**src/rtl/pressure_array.sv**
```systemverilog
// Pressure/slider input array: per-channel synchroniser, debouncer, press
// edge detector and wrapping press counter with a sticky overflow flag.
// One channel's count is read back through a registered read port.
module pressure_array #(
  parameter int N_CH       = 3,
  parameter int DEB_CYCLES = 50000,
  parameter int DEB_W      = 16,
  parameter int CNT_W      = 32,
  parameter int SEL_W      = 2
) (
  input  logic             clk,
  input  logic             rst_n,
  input  logic [N_CH-1:0]  slider,
  input  logic             clr,
  input  logic [SEL_W-1:0] rd_sel,
  output logic [CNT_W-1:0] rd_cnt,
  output logic [N_CH-1:0]  LED,
  output logic [N_CH-1:0]  press_pulse,
  output logic [N_CH-1:0]  overflow
);

  localparam logic [DEB_W-1:0] DEB_LAST = DEB_W'(DEB_CYCLES - 1);

  logic [N_CH-1:0]  sync_meta;
  logic [N_CH-1:0]  sync;
  logic [N_CH-1:0]  stable;
  logic [N_CH-1:0]  stable_d;
  logic [DEB_W-1:0] deb_cnt [N_CH];
  logic [CNT_W-1:0] count   [N_CH];

  // Two-flop synchroniser bringing the raw slider inputs into the clock domain
  always_ff @(posedge clk or negedge rst_n) begin
    if (!rst_n) begin
      sync_meta <= '0;
      sync      <= '0;
    end else begin
      sync_meta <= slider;
      sync      <= sync_meta;
    end
  end

  // Debouncer: a channel's stable state only follows its synchronised input
  // after the input has disagreed with it for DEB_CYCLES consecutive cycles;
  // any cycle of agreement restarts the hold count, so short glitches vanish
  always_ff @(posedge clk or negedge rst_n) begin
    if (!rst_n) begin
      stable <= '0;
      for (int i = 0; i < N_CH; i++) begin
        deb_cnt[i] <= '0;
      end
    end else begin
      for (int i = 0; i < N_CH; i++) begin
        if (sync[i] != stable[i]) begin
          if (deb_cnt[i] == DEB_LAST) begin
            stable[i]  <= sync[i];
            deb_cnt[i] <= '0;
          end else begin
            deb_cnt[i] <= deb_cnt[i] + DEB_W'(1);
          end
        end else begin
          deb_cnt[i] <= '0;
        end
      end
    end
  end

  // Press detector: one-cycle strobe in the cycle after stable rises; a
  // release (falling stable) produces nothing
  always_ff @(posedge clk or negedge rst_n) begin
    if (!rst_n) begin
      stable_d    <= '0;
      press_pulse <= '0;
    end else begin
      stable_d    <= stable;
      press_pulse <= stable & ~stable_d;
    end
  end

  // Press counters: each strobe bumps its channel's count, wrapping to zero
  // and latching the overflow flag; clr empties every counter and flag and
  // takes priority, so a press landing on the same edge is dropped
  always_ff @(posedge clk or negedge rst_n) begin
    if (!rst_n) begin
      overflow <= '0;
      for (int i = 0; i < N_CH; i++) begin
        count[i] <= '0;
      end
    end else if (clr) begin
      overflow <= '0;
      for (int i = 0; i < N_CH; i++) begin
        count[i] <= '0;
      end
    end else begin
      for (int i = 0; i < N_CH; i++) begin
        if (press_pulse[i]) begin
          count[i] <= count[i] + CNT_W'(1);
          if (count[i] == {CNT_W{1'b1}}) begin
            overflow[i] <= 1'b1;
          end
        end
      end
    end
  end

  // Read port: registers the pre-edge count of the selected channel; selects
  // beyond the last channel read back as zero
  always_ff @(posedge clk or negedge rst_n) begin
    if (!rst_n) begin
      rd_cnt <= '0;
    end else begin
      rd_cnt <= '0;
      for (int i = 0; i < N_CH; i++) begin
        if (rd_sel == SEL_W'(i)) begin
          rd_cnt <= count[i];
        end
      end
    end
  end

  assign LED = ~stable;

endmodule
```
**config.mk**
```make
export PLATFORM = sky130hd
export DESIGN_NAME = pressure_array
export DESIGN_NICKNAME = d
export VERILOG_FILES = /design/src/rtl/pressure_array.sv
export SDC_FILE = /design/constraint.sdc
export NUM_CORES = 1
export LEC_CHECK = 0
export BUFFER_PORTS_ARGS = -buffer_cell sky130_fd_sc_hd__buf_2
export CORE_ASPECT_RATIO = 1.2
export CORE_MARGIN = 5
export CORE_UTILIZATION = 25
export CTS_BUF_LIST = sky130_fd_sc_hd__clkbuf_4 sky130_fd_sc_hd__clkbuf_8 sky130_fd_sc_hd__clkbuf_16
export DETAILED_ROUTE_END_ITERATION = 12
export HOLD_SLACK_MARGIN = 0.03
export SLEW_MARGIN = 20
export SYNTH_ARGS = -nofsm -noshare
export SYNTH_HDL_FRONTEND = slang
export SYNTH_SLANG_ARGS = --single-unit
```
**constraint.sdc**
```tcl
create_clock -name clk -period 3.5 [get_ports clk]
set_input_delay 0.7 -clock clk [delete_from_list [all_inputs] [get_ports clk]]
set_output_delay 0.7 -clock clk [all_outputs]
set_load 0.1 [all_outputs]
```
==> impl_metrics.tcl, run 1 <==
set metrics [dict create \
    crit_type "register to register" \
    grt_use_total_pct 10.1 \
    grt_pass1_wl_um 33100 \
    clk_latency_ps 440 \
    vias_per_cell 4.49 \
    routed_wl_um 19300 \
    relSlewSlack_pct 48.7 \
    synth_cell_types 42 \
    antenna_cells 0 \
    drtIter0Drc 430 \
    fin_crit_sh_pct 63.3 \
    ys_seq_area_share_pct 53.8 \
    die_area_um2 40000 \
    die_h_um 218 \
    reg2reg_from "count[7]$_DFFE_PN0P_" \
    grt_max_degree 78 \
    cts.root.buffer_cell "clkbuf_16" \
    ant_nets 0 \
    h-tree-depth 4 \
    synthArstFlopShare_pct 100 \
    io_buffers 48 \
    finalHoldWorstSlack_ps 283 \
    ys_ff_latch 194 \
    leakage_nw 4.67 \
    ys_warn_count 0 \
    tritoncts "done" \
    status "finished, final reports clean" \
    vias 6298 \
    synth_fp_nets 898 \
    syn-mean-instance-area_um2 10.2 \
    crit_slowest_cell "nor4_4" \
    cts_setup_buffers 0 \
    cp_cell_sequence "nand4_4 -> nor4_4 -> nand4_2 -> or3_1 -> a21oi_1" \
    ctsResizeCount 0 \
    rsz0062_at_grt "false" \
    synth_top_area_share_pct 53.8 \
    syn_area_um2 9020 \
    setup_viol 0 \
    synth.most_common_cell "dfrtp_1" \
    yosysTopAreaCell "dfrtp_1" \
    r2r-end "count[30]$_DFFE_PN0P_" \
    synthCells 884 \
    cp_data_arrival_time_ps 2560 \
    hpwl_um 13600 \
    antenna_found_initial 0 \
    nNetsFinal 936 \
    synth_area_leaders "dfrtp_1 54%, xor2_1 8.8%, nor2_1 6.4%" \
    ctsLongestPathBuffers 2 \
    overflow 0 \
    slowest_delay_ps 610 \
    worstMarginPinSlew_ps 769 \
    postLayoutCoreUtil_pct 29.2 \
    clock_sinks 194 \
    num_rows 76 \
    avgRoutedWirePerCell_um 13.8 \
    fillCellCount 3764 \
    grt_pass1_vias 6522 \
    ctsHoldBuffers 0 \
    ios 49 \
    drive_above_1_share_pct 11.1 \
    hold_viol_final 0 \
    fmax_mhz 451 \
    final_max_slew_viol_count 0 \
    fin_skew_ps 12.1 \
    gp_congestion 0.758 \
    ir_drop_uv 370 \
    dr.pass1.iters 4 \
    fin_crit_ps 2220 \
    ys_dominant_reg_cell "dfrtp_1" \
    core_um2 35800 \
    synth_edf_count 0 \
    setup_tns_ps 0 \
    p_per_area_nw_per_um2 438 \
    hp-class "primary input to asynchronous set/reset pin" \
    crit_fanout 11 \
    synth.top_cells.by_count "194 x dfrtp_1, 154 x nor2_1, 91 x xor2_1" \
    chipWidth_um 183 \
    start_util_pct 25.2 \
    r2r_slack_ps 1280 \
    required_ps 3850 \
    numCtsBuffers 17 \
    max_cap_viol_count 0 \
    cp-start-kind "register" \
    reg2reg_depth 5 \
    cts.reportedPaths.clkPinSlew_ps 80 \
    syn_to_final_growth_pct 15.7 \
    critPathCaptureType "register" \
    drc_errors 0 \
]
[worst max-delay path by stage]
stage / startpoint / endpoint / slack, ps / cells after the start
after floorplan: press_pulse[1]$_DFF_PN0_ / count[62]$_DFFE_PN0P_ / 1120 / 6
after detailed placement: count[7]$_DFFE_PN0P_ / count[30]$_DFFE_PN0P_ / 1300 / 5
after global routing: count[7]$_DFFE_PN0P_ / count[30]$_DFFE_PN0P_ / 1050 / 5
after CTS: count[7]$_DFFE_PN0P_ / count[30]$_DFFE_PN0P_ / 1270 / 5
final: count[7]$_DFFE_PN0P_ / count[30]$_DFFE_PN0P_ / 1280 / 5
after global placement: count[3]$_DFFE_PN0P_ / count[26]$_DFFE_PN0P_ / 1390 / 5
[layer usage]
layer  wire length, um  part of all wire [%]  global-route usage, %
met2              9400                    49                   16.6
met3               822                   4.3                   2.58
met4               254                   1.3                   2.73
met5                 0                     0                      0
met1              8830                    46                   13.2
[report_power, final]
group | leakage, nW | total, mW | internal (mW) | switching, mW
Combinational | 1.66 | 0.129 | 0.0307 | 0.0987
Clock | 0.319 | 2.18 | 1.30 | 0.880
Sequential | 2.69 | 2.26 | 2.25 | 0.0100
[per-stage QoR]
step / cell area (um2) / total power [mW] / setup slack [ps] / cells
3_3_place_gp: 9780 / 2.44 / 1390 / 1371
5_1_grt: 10400 / 4.75 / 1050 / 1402
4_1_cts: 10400 / 4.63 / 1270 / 1402
6_report: 10400 / 4.57 / 1280 / 1402
2_1_floorplan: 9020 / 2.37 / 1120 / 884
3_5_place_dp: 9780 / 2.44 / 1300 / 1371
[cells in the final DEF (no fill, tap or decap), drive strengths merged, types with 11 or more instances in the layout]
cell type  count
dfrtp        194
nor2         154
xor2          91
nand2         76
nand3         55
buf           55
o21ai         44
nand4         44
mux2i         35
xnor2         33
and3          30
clkbuf        19
inv           16
and4          14
or3           13
a21oi         12
nor3          11
[worst max-delay path: cells and delay by family, from the launching register on]
family,cells,cell delay [ps]
flops,1,490
simple gates,4,1470
compound gates,1,160
[cell families (layout without fill, tap and decap cells)]
| group | Yosys count | in the layout | share of synthesized area (%) |
|---|---|---|---|
| AOI/OAI and AO/OA | 60 | 60 | 3.50 |
| xor gates and xnor gates | 124 | 124 | 12.0 |
| adders and majority gates | 6 | 6 | 0.832 |
| buffers and inverters | 46 | 96 | 2.37 |
| DFF | 194 | 194 | 53.8 |
| muxes | 39 | 39 | 4.38 |
| and+or+nand+nor | 415 | 415 | 23.1 |
[registers in the layout, summed over array words and instances (netlist names)]
signal and count:
sync 3, stable_d 3, press_pulse 3, deb_cnt 48
overflow 3, rd_cnt 32, stable 3, count 96
sync_meta 3
[layout make-up]
class	instances	area [um2]	share of cell area, %
Multi-Input combinational cell	644	3960	37.9
Clock buffer	18	439	4.21
Timing Repair Buffer	56	347	3.32
Inverter	9	33.8	0.324
Clock inverter	13	219	2.10
Tap cell	468	586	5.61
Sequential cell	194	4850	46.5
Power figures use the tool's default switching activity.
==> run 2, diff against run 1 <==
Clock period 3.5 ns to 2.1 ns, I/O delays scaled along.
==> run 2 against run 1 <==
- final area is 0.78% higher
- utilization is 0.23 points higher
- final cell count is 1.4% higher
- flip-flop and latch count stayed put
- global-route usage is 0.051 points higher
- first-iteration DRC count is 20% lower
- register-to-register slack worse by 1100 ps
- non-clock buffer count is 19 higher
- routed wire length is 2.1% higher
- worst setup slack worse by 1100 ps
- highest routed layer unchanged
==> impl_metrics.tcl, run 2 (same netlist as run 1, synthesis figures left out) <==
set metrics [dict create \
    numCtsBuffers 17 \
    postLayoutCoreUtil_pct 29.4 \
    start_util_pct 25.2 \
    hp-class "primary input to register" \
    final_max_slew_viol_count 0 \
    mostFrequentLayoutCells "191 x dfrtp_1, 154 x nor2_1, 91 x xor2_1" \
    avgRoutedWirePerCell_um 13.9 \
    fin_area_um2 10500 \
    grt_max_degree 54 \
    die_area_um2 40000 \
    num_rows 76 \
    io_buffers 48 \
    overflow 0 \
    die_h_um 218 \
    place_area_um2 9910 \
    dp_cells 1389 \
    min_to "sync_meta[0]$_DFF_PN0_" \
    vias 6423 \
    grt_pass1_vias 6516 \
    reg2reg_depth 6 \
    max_cap_viol_count 0 \
    antenna_found_initial 0 \
    worstMarginPinSlew_ps 510 \
    drtIter0Drc 344 \
    rsz0062_at_grt "false" \
    cp_cell_sequence "nand4_4 -> nor4_4 -> buf_4 -> nand4_2 -> or3_1 -> a21oi_1" \
    reg2reg_from "count[7]$_DFFE_PN0P_" \
    cp_data_arrival_time_ps 2300 \
    cts.reportedPaths.clkPinSlew_ps 80 \
    reg.largest.list "count: 96 flops, deb_cnt: 48 flops, rd_cnt: 32 flops" \
    h-tree-depth 4 \
    r2r_slack_ps 160 \
    crit_type "register to register" \
    min_path_cells 1 \
    hp-start "slider[0]" \
    setup_viol 0 \
    leakage_nw 4.73 \
    regMostFlops "count" \
    r2r-end "count[22]$_DFFE_PN0P_" \
    antenna_cells 0 \
    ctsHoldBuffers 1 \
    dr.pass1.iters 4 \
    hold_viol_final 0 \
    largest_reg_flops 96 \
    chipWidth_um 183 \
    fin_crit_ps 1940 \
    status "finished, final reports clean" \
    fin_total_pwr_mw 7.30 \
    core_um2 35800 \
    fin_crit_sh_pct 92.4 \
    ir_drop_uv 402 \
    final_common_cell "dfrtp_1" \
    vias_per_cell 4.52 \
    fmax_mhz 515 \
    ios 49 \
    relSlewSlack_pct 65.9 \
    grt_pass1_wl_um 33100 \
    cts.root.buffer_cell "clkbuf_16" \
    ant_nets 0 \
    gp_congestion 0.822 \
    setup_tns_ps 0 \
    syn_to_final_growth_pct 16.6 \
    drive_above_1_share_pct 13.2 \
    grt_use_total_pct 10.1 \
    final_cells 1422 \
    critPathCaptureType "register" \
    ctsResizeCount 0 \
    clk_latency_ps 430 \
    cts_setup_buffers 0 \
    crit_fanout 8 \
    fin_skew_ps 12.2 \
    required_ps 2460 \
    drc_errors 0 \
    slowest_delay_ps 480 \
    p_per_area_nw_per_um2 694 \
    cp-start-kind "register" \
    fillCellCount 3755 \
    clock_sinks 194 \
    hpwl_um 14100 \
    nNetsFinal 955 \
    tritoncts "done" \
    crit_slowest_cell "dfrtp_1" \
    ctsLongestPathBuffers 2 \
    routed_wl_um 19700 \
]
-- run 2: layout make-up --
cell class	count	area [um2]	share of cell area [%]
Sequential cell	194	4860	46.2
Multi-Input combinational cell	644	3960	37.6
Tap cell	468	586	5.57
Timing Repair Buffer	75	492	4.68
Clock buffer	17	425	4.05
Clock inverter	15	165	1.57
Inverter	9	33.8	0.321
-- run 2: per-stage QoR --
stage	setup WS, ps	hold slack (ps)
floorplan	11.1	124
CTS	155	55.1
finish	159	83.3
detailed placement	182	339
global route	13.7	49.9
global placement	211	334
-- run 2: power breakdown --
group          total (mW)  internal [mW]  leakage, nW  switching (mW)
Sequential           3.77           3.75         2.69          0.0164
Combinational       0.233         0.0626         1.76           0.170
Clock                3.29           1.70        0.289            1.59
Total                7.30           5.51         4.73            1.78
-- run 2: worst max-delay path by stage --
stage,slack (ps),to,from,cells past startpoint
finish,160,count[22]$_DFFE_PN0P_,count[7]$_DFFE_PN0P_,6
global route,10,count[58]$_DFFE_PN0P_,count[32]$_DFFE_PN0P_,6
CTS,160,count[22]$_DFFE_PN0P_,count[7]$_DFFE_PN0P_,6
detailed placement,180,count[22]$_DFFE_PN0P_,count[7]$_DFFE_PN0P_,6
global placement,210,count[22]$_DFFE_PN0P_,count[7]$_DFFE_PN0P_,6
floorplan,10,count[62]$_DFFE_PN0P_,press_pulse[1]$_DFF_PN0_,6
-- run 2: routing by layer --
layer	share of wire [%]	vias up	GRT usage [%]
li1	-	3117	-
met2	49	92	17.0
met4	1.5	0	3.08
met3	3.2	15	2.25
met1	46	3199	13.1
met5	0	-	0
-- run 2: critical path: cells and delay by family, from the launching register on --
kind / cells / cell delay (ps)
compound gates: 1 / 140
buf+inv: 1 / 230
flops: 1 / 480
simple gates: 4 / 1010
==> run 3, diff against run 2 <==
==> constraint.sdc (replaced) <==
create_clock -name clk -period 2.1 [get_ports clk]
set_input_delay 0.21 -clock clk [delete_from_list [all_inputs] [get_ports clk]]
set_output_delay 0.21 -clock clk [all_outputs]
set_load 0.1 [all_outputs]
==> run 3 against run 2 <==
- final area grew 0.49%
- routed wire length grew 0.16%
- clock power grew 3%
- largest power group unchanged
- clock-buffer cell count is the same
- utilization grew 0.14 points
- largest cell class unchanged
- power grew 1.2%
- flip-flop and latch count is the same
- final cell count is essentially flat
- combinational power is essentially flat
- register-to-register slack lost 40 ps
- sequential power is essentially flat
- first-iteration DRC count grew 28%
==> impl_metrics.tcl, run 3 (same netlist as run 1, synthesis figures left out) <==
set metrics [dict create \
    fin_skew_ps 13.3 \
    r2r-end "count[62]$_DFFE_PN0P_" \
    h-tree-depth 4 \
    slowest_delay_ps 420 \
    syn_to_final_growth_pct 17.1 \
    drtIter0Drc 440 \
    critPathCaptureType "register" \
    routed_wl_um 19700 \
    final_max_slew_viol_count 0 \
    required_ps 2420 \
    worstMarginPinSlew_ps 679 \
    regMostFlops "count" \
    r2r_slack_ps 120 \
    setup_tns_ps 0 \
    status "finished, final reports clean" \
    crit_buf_inv 0 \
    largest_reg_flops 96 \
    hp-class "primary input to register" \
    relSlewSlack_pct 54.8 \
    nNetsFinal 956 \
    reg.largest.list "count: 96 flops, deb_cnt: 48 flops, rd_cnt: 32 flops" \
    leakage_nw 4.75 \
    vias 6378 \
    ir_drop_uv 704 \
    ctsLongestPathBuffers 2 \
    grt_pass1_wl_um 33600 \
    clock_sinks 194 \
    min_to "count[11]$_DFFE_PN0P_" \
    antenna_cells 0 \
    final_common_cell "dfrtp_1" \
    num_rows 76 \
    start_util_pct 25.2 \
    cts.root.buffer_cell "clkbuf_16" \
    min_path_cells 2 \
    setup_viol 0 \
    clk_latency_ps 440 \
    numCtsBuffers 17 \
    avgRoutedWirePerCell_um 13.9 \
    crit_type "register to register" \
    place_area_um2 9900 \
    critical_path.top_delay_family "simple AND/OR/NAND/NOR gates" \
    hp-start "clr" \
    io_buffers 48 \
    vias_per_cell 4.48 \
    tritoncts "done" \
    fin_area_um2 10600 \
    overflow 0 \
    cts_setup_buffers 0 \
    hold_viol_final 0 \
    crit_fanout 5 \
    grt_pass1_vias 6471 \
    cp_data_arrival_time_ps 2300 \
    grt_max_degree 65 \
    fin_crit_ps 1980 \
    hpwl_um 13800 \
    grt_use_total_pct 10.3 \
    max_cap_viol_count 0 \
    p_per_area_nw_per_um2 699 \
    gp_congestion 0.781 \
    reg2reg_from "count[32]$_DFFE_PN0P_" \
    ant_nets 0 \
    core_um2 35800 \
    cp_cell_sequence "ha_1 -> nand3_1 -> nor4_1 -> and3_2 -> nand4_1 -> mux2_1" \
    ios 49 \
    reg2reg_depth 6 \
    die_h_um 218 \
    antenna_found_initial 0 \
    cts.reportedPaths.clkPinSlew_ps 80 \
    cp-start-kind "register" \
    fmax_mhz 506 \
    dr.pass1.iters 4 \
    chipWidth_um 183 \
    rsz0062_at_grt "false" \
    die_area_um2 40000 \
    crit_slowest_cell "dfrtp_1" \
    fin_crit_sh_pct 94.2 \
    mostFrequentLayoutCells "191 x dfrtp_1, 154 x nor2_1, 91 x xor2_1" \
    drive_above_1_share_pct 13.3 \
    drc_errors 0 \
    fin_total_pwr_mw 7.39 \
]
-- run 3: final cells by class --
class | instances | area [um2]
repair buffers | 76 | 507
flip-flops and latches | 194 | 4860
inverters | 9 | 33.8
clock inverters | 15 | 189
clock buffers | 17 | 425
fillers | 3784 | 25200
multi-input cells | 644 | 3970
well taps | 468 | 586
-- run 3: routing by layer --
layer  track usage (%)  share of wire, %  up-vias
li1                  -                 -     3122
met1              13.6                47     3153
met2              16.8                48       82
met3              2.51               3.6       21
met4              2.73               1.5        0
met5                 0                 0        -
-- run 3: where the power goes --
group	internal, mW	switching (mW)
clock network	1.72	1.66
registers	3.75	0.0159
logic	0.0649	0.171
-- run 3: worst max path at each step --
stage / startpoint / endpoint / slack [ps] / cells after the start
detailed placement: count[32]$_DFFE_PN0P_ / count[62]$_DFFE_PN0P_ / 130 / 6
global route: count[32]$_DFFE_PN0P_ / count[62]$_DFFE_PN0P_ / 5 / 6
floorplan: press_pulse[1]$_DFF_PN0_ / count[62]$_DFFE_PN0P_ / 10 / 6
CTS: count[32]$_DFFE_PN0P_ / count[62]$_DFFE_PN0P_ / 110 / 6
finish: count[32]$_DFFE_PN0P_ / count[62]$_DFFE_PN0P_ / 120 / 6
global placement: count[32]$_DFFE_PN0P_ / count[62]$_DFFE_PN0P_ / 180 / 6
-- run 3: through the flow --
stage	util [%]	setup slack, ps	hold WS [ps]	cells
after floorplan	-	11.1	-85.6	884
after global placement	27.7	184	249	1387
after detailed placement	27.7	126	249	1387
after CTS	29.5	107	297	1423
after global routing	29.6	5.33	321	1423
final	29.6	122	309	1423
-- run 3: repair_timing --
item,in CTS,in global routing
gates resized for setup,0,3
endpoints found under the setup margin,0,4
hold buffers,4,0
endpoints found under the hold margin,63,0
